**src/rtl/ps2_host_tx.sv**
```systemverilog
// rtl/ps2_host_tx.sv - PS/2 host-to-device command byte transmitter
module ps2_host_tx #(
  parameter int INHIBIT_CYCLES = 5000,
  parameter int TIMEOUT_CYCLES = 1_000_000
) (
  input  logic       clk,
  input  logic       rst_n,
  input  logic       tx_valid,
  input  logic [7:0] tx_data,
  output logic       tx_ready,
  output logic       tx_done,
  output logic       tx_err,
  output logic       busy,
  input  logic       ps2_clk_in,
  input  logic       ps2_data_in,
  output logic       ps2_clk_oe,
  output logic       ps2_data_oe
);

  localparam int CNT_MAX = (INHIBIT_CYCLES > TIMEOUT_CYCLES) ? INHIBIT_CYCLES : TIMEOUT_CYCLES;
  localparam int CW      = $clog2(CNT_MAX + 1);
  localparam logic [CW-1:0] INH_LAST = CW'(INHIBIT_CYCLES - 1);
  localparam logic [CW-1:0] TO_LAST  = CW'(TIMEOUT_CYCLES - 1);

  typedef enum logic [2:0] {
    S_IDLE,
    S_INHIBIT,
    S_REQ,
    S_SHIFT,
    S_ACK,
    S_WAIT_REL
  } state_t;

  state_t        state, state_d;
  logic [CW-1:0] cnt, cnt_d;
  logic [3:0]    bitcnt, bitcnt_d;
  logic [9:0]    frame, frame_d;
  logic          data_oe_q, data_oe_d;
  logic          done_q, done_d;
  logic          err_q, err_d;

  logic clk_s1, clk_s2, clk_prev, fall;
  logic data_s1, data_s2;

  // Lines idle high, so the synchronizers reset to 1 to avoid a false edge.
  always_ff @(posedge clk) begin
    if (!rst_n) begin
      clk_s1   <= 1'b1;
      clk_s2   <= 1'b1;
      clk_prev <= 1'b1;
      fall     <= 1'b0;
      data_s1  <= 1'b1;
      data_s2  <= 1'b1;
    end else begin
      clk_s1   <= ps2_clk_in;
      clk_s2   <= clk_s1;
      clk_prev <= clk_s2;
      fall     <= clk_prev & ~clk_s2;
      data_s1  <= ps2_data_in;
      data_s2  <= data_s1;
    end
  end

  always_ff @(posedge clk) begin
    if (!rst_n) begin
      state     <= S_IDLE;
      cnt       <= '0;
      bitcnt    <= '0;
      frame     <= '0;
      data_oe_q <= 1'b0;
      done_q    <= 1'b0;
      err_q     <= 1'b0;
    end else begin
      state     <= state_d;
      cnt       <= cnt_d;
      bitcnt    <= bitcnt_d;
      frame     <= frame_d;
      data_oe_q <= data_oe_d;
      done_q    <= done_d;
      err_q     <= err_d;
    end
  end

  always_comb begin
    state_d   = state;
    cnt_d     = cnt;
    bitcnt_d  = bitcnt;
    frame_d   = frame;
    data_oe_d = data_oe_q;
    done_d    = 1'b0;
    err_d     = 1'b0;

    case (state)
      S_IDLE: begin
        data_oe_d = 1'b0;
        if (tx_valid) begin
          frame_d = {1'b1, ~^tx_data, tx_data};
          cnt_d   = '0;
          state_d = S_INHIBIT;
        end
      end
      S_INHIBIT: begin
        if (cnt == INH_LAST) begin
          data_oe_d = 1'b1;
          state_d   = S_REQ;
        end else begin
          cnt_d = cnt + CW'(1);
        end
      end
      S_REQ: begin
        bitcnt_d = '0;
        cnt_d    = '0;
        state_d  = S_SHIFT;
      end
      S_SHIFT, S_ACK, S_WAIT_REL: begin
        // Timeout wins over any ack or release seen in the same cycle.
        if (cnt == TO_LAST) begin
          data_oe_d = 1'b0;
          err_d     = 1'b1;
          frame_d   = '0;
          state_d   = S_IDLE;
        end else begin
          cnt_d = cnt + CW'(1);
          case (state)
            S_SHIFT: begin
              if (fall) begin
                if (bitcnt <= 4'd8) data_oe_d = ~frame[bitcnt];
                else                data_oe_d = 1'b0;
                bitcnt_d = bitcnt + 4'd1;
                if (bitcnt == 4'd9) state_d = S_ACK;
              end
            end
            S_ACK: begin
              if (fall) begin
                if (data_s2) begin
                  err_d   = 1'b1;
                  state_d = S_IDLE;
                end else begin
                  state_d = S_WAIT_REL;
                end
              end
            end
            default: begin
              if (clk_s2 && data_s2) begin
                done_d  = 1'b1;
                state_d = S_IDLE;
              end
            end
          endcase
        end
      end
      default: state_d = S_IDLE;
    endcase
  end

  assign tx_ready    = (state == S_IDLE);
  assign busy        = ~tx_ready;
  assign tx_done     = done_q;
  assign tx_err      = err_q;
  assign ps2_clk_oe  = (state == S_INHIBIT) || (state == S_REQ);
  assign ps2_data_oe = data_oe_q;

endmodule

```
**config.mk**
```make
export PLATFORM = sky130hd
export DESIGN_NAME = ps2_host_tx
export DESIGN_NICKNAME = d
export VERILOG_FILES = /design/src/rtl/ps2_host_tx.sv
export SDC_FILE = /design/constraint.sdc
export NUM_CORES = 1
export LEC_CHECK = 0
export ABC_AREA = 1
export CORE_ASPECT_RATIO = 1.5
export CORE_MARGIN = 4
export CORE_UTILIZATION = 59
export CTS_CLUSTER_DIAMETER = 40
export DETAILED_ROUTE_END_ITERATION = 16
export PLACE_DENSITY = 0.8
export SYNTH_ARGS = -nofsm -noshare
export SYNTH_HDL_FRONTEND = slang
export SYNTH_SLANG_ARGS = --single-unit
export TNS_END_PERCENT = 100
```
**constraint.sdc**
```tcl
create_clock -name clk -period 2.3 [get_ports clk]
set_input_delay 0.46 -clock clk [delete_from_list [all_inputs] [get_ports clk]]
set_output_delay 0.46 -clock clk [all_outputs]
set_load 0.02 [all_outputs]
```
==> results.toml <==
[min_path]
worstHoldPathCells = 2
min_path_type = "reg -> reg"

[die]
start_util_pct = 62.5
core_um2 = 4620
rows = 30
dieArea_um2 = 6100
ios = 19
die_w_um = 65.1
die_y_um = 93.7

[flow_run]
drv_cap = 0

[drt]
drt-pass1-iter-count = 4
antenna_left = 0
viasPerCell = 5.40
drt_iter0_markers = 162
routedWlPerCell_um = 12.8
drcViolationCount = 0
wl_mm = 6.61
vias = 2780

[timing]
min_period_over_period_pct = 90.1
hold_viol = 0
worst_pin_slew_ns = 0.418
drv_slew = 0
fin_crit_ns = 2.07
setup_viol = 0
max_freq_ghz = 0.482
setup_tns_ns = 0
worst_clock_skew_ns = 0.00560
relSlewSlack_pct = 72.1
rsz0062_at_grt = "false"

[critical_path]
regToRegSetupSlack_ns = 0.40
path_class = "reg -> out"
critPathLaunchType = "register"
critPathArrivalTime_ns = 1.61
worstPathMaxFanout = 6
reg2reg_depth = 8
critPathRequiredTime_ns = 1.84
cp-end-kind = "primary output"

[logic_synthesis]
ys.flop_type = "dfxtp_1"
ys_ff_latch = 46
syn-instance-count = 436
avgSynthCellArea_um2 = 6.62
synth_edf_count = 0
syn_nets = 453
async_flop_share_pct = 0
yosys_warnings = 0
synth_area_um2 = 2890
yosysUniqueCellTypes = 40
synth-seq-area-share_pct = 31.9

[clock_network]
clkSlewWorstSetupHoldPaths_ns = 0.08
cts.sinks = 46
cts-root-buf = "clkbuf_8"
clock_path_buffers = 2
cts_buffers = 5
worstSkewPairLatency_ns = 0.30
h-tree-depth = 2
post_cts_buffers = 0
cts_tree = "done"

[power_and_ir_drop]
peakVddDrop_uv = 346
power.density_nw_per_um2 = 804
power_leakage_nw = 1.16

[grt]
grt_antenna_before_repair = 0
grtUsageTotal_pct = 22.9
grt_overflow = 0
grt_max_degree = 19
grt_pass1_vias = 2593
grt_pass1_wl_mm = 11.1

[finish]
final_cell_mix = "nand2_1, nor2_1, dfxtp_1"
fill_cells = 454
layout-drive-gt1-share_pct = 13.3
final_core_util_pct = 68.7
area_growth_pct = 9.93
diodes = 0
layout.nets = 468
final_common_cell = "nand2_1"

[status]
status = "finished, final reports clean"

[placement]
place.gp.congestion = 0.970
io_buffers = 18
hpwl_mm = 4.95
==> report_power, final <==
part	leakage [nW]	total [mW]	internal, mW	switching [mW]
Sequential	0.374	0.973	0.888	0.0844
Combinational	0.738	1.10	0.368	0.735
Clock	0.0438	0.474	0.205	0.270
Total	1.16	2.55	1.46	1.09
==> metrics by stage <==
stage                     worst slack (ns)  hold WS [ns]  cells  power, mW  area [um^2]
after global routing                 0.114         0.441    515       2.74         3170
after detailed placement             0.254         0.403    508       2.10         3100
after CTS                            0.213         0.421    515       2.57         3170
after global placement               0.281         0.393    508       2.09         3100
after floorplan                      0.586         0.392    436       1.84         2890
final                                0.227         0.415    515       2.55         3170
==> metal layers <==
metal / share of wire [%] / track usage (%)
met1: 38 / 24.1
met2: 54 / 44.3
met3: 3.6 / 2.87
met4: 3.4 / 9.86
met5: 0 / 0
==> flip-flops by register name, summed over array words and instances (netlist names) <==
name,count
state,3
data_s1,1
data_s2,1
ps2_data_oe,1
tx_done,1
clk_s1,1
clk_prev,1
frame,10
tx_err,1
cnt,20
fall,1
bitcnt,4
clk_s2,1
==> worst paths after layout <==
path | from | to
max | state[0] | ps2_clk_oe
min | clk_prev | fall
max reg2reg | cnt[0] | state[2]
min reg2reg | clk_prev | fall
==> kinds of logic after synthesis <==
| family | after synthesis | share of synthesized area (%) |
|---|---|---|
| flip-flops | 46 | 31.9 |
| XOR/XNOR | 18 | 5.46 |
| AND/OR/NAND/NOR | 268 | 42.9 |
| buffers and inverters | 50 | 7.63 |
| AO/OA/AOI/OAI | 50 | 10.4 |
| adder cells (fa/ha/maj) | 4 | 1.73 |
==> Yosys cell counts, types with 2 or more instances <==
cell / instances / area share [%]
o21ai_0: 8 / 1.4
inv_2: 4 / 0.52
nor3_1: 3 / 0.52
or2_2: 8 / 1.7
xor2_1: 10 / 3.0
nand3_1: 33 / 5.7
o21bai_1: 2 / 0.52
buf_2: 6 / 1.0
ha_1: 4 / 1.7
o21ai_2: 2 / 0.61
clkinv_1: 4 / 0.52
inv_1: 26 / 3.4
nand2_2: 10 / 2.2
nor2_4: 3 / 1.2
nand4_1: 6 / 1.3
xnor2_1: 8 / 2.4
clkbuf_1: 5 / 0.65
nand2_1: 127 / 17
nor2_2: 3 / 0.65
a21oi_1: 27 / 4.7
nand2_4: 3 / 1.2
a21oi_2: 9 / 2.7
dfxtp_1: 46 / 32
nor2_1: 63 / 8.2
==> area by class of cell <==
type / count / area, um^2 / area share [%]
clock buffer: 5 / 68.8 / 2.17
multi-input combinational: 340 / 1750 / 55.0
tap: 64 / 80.1 / 2.52
clock inverter: 2 / 10.0 / 0.315
inverter: 36 / 139 / 4.38
timing repair buffer: 22 / 209 / 6.59
sequential: 46 / 921 / 29.0
==> what timing repair did <==
action                                  CTS  global route
hold buffers                              0             0
endpoints found under the setup margin    1             0
gates resized for setup                   1             0
==> critical path, cell delays in order, from the launching register on <==
cell and delay [ns]:
dfxtp_1 0.46, inv_2 0.13, nor2_1 0.15, inv_1 0.09
o21ai_0 0.12, dlygate4sd2_1 0.37
No activity file was read; power rests on OpenSTA's default activity.
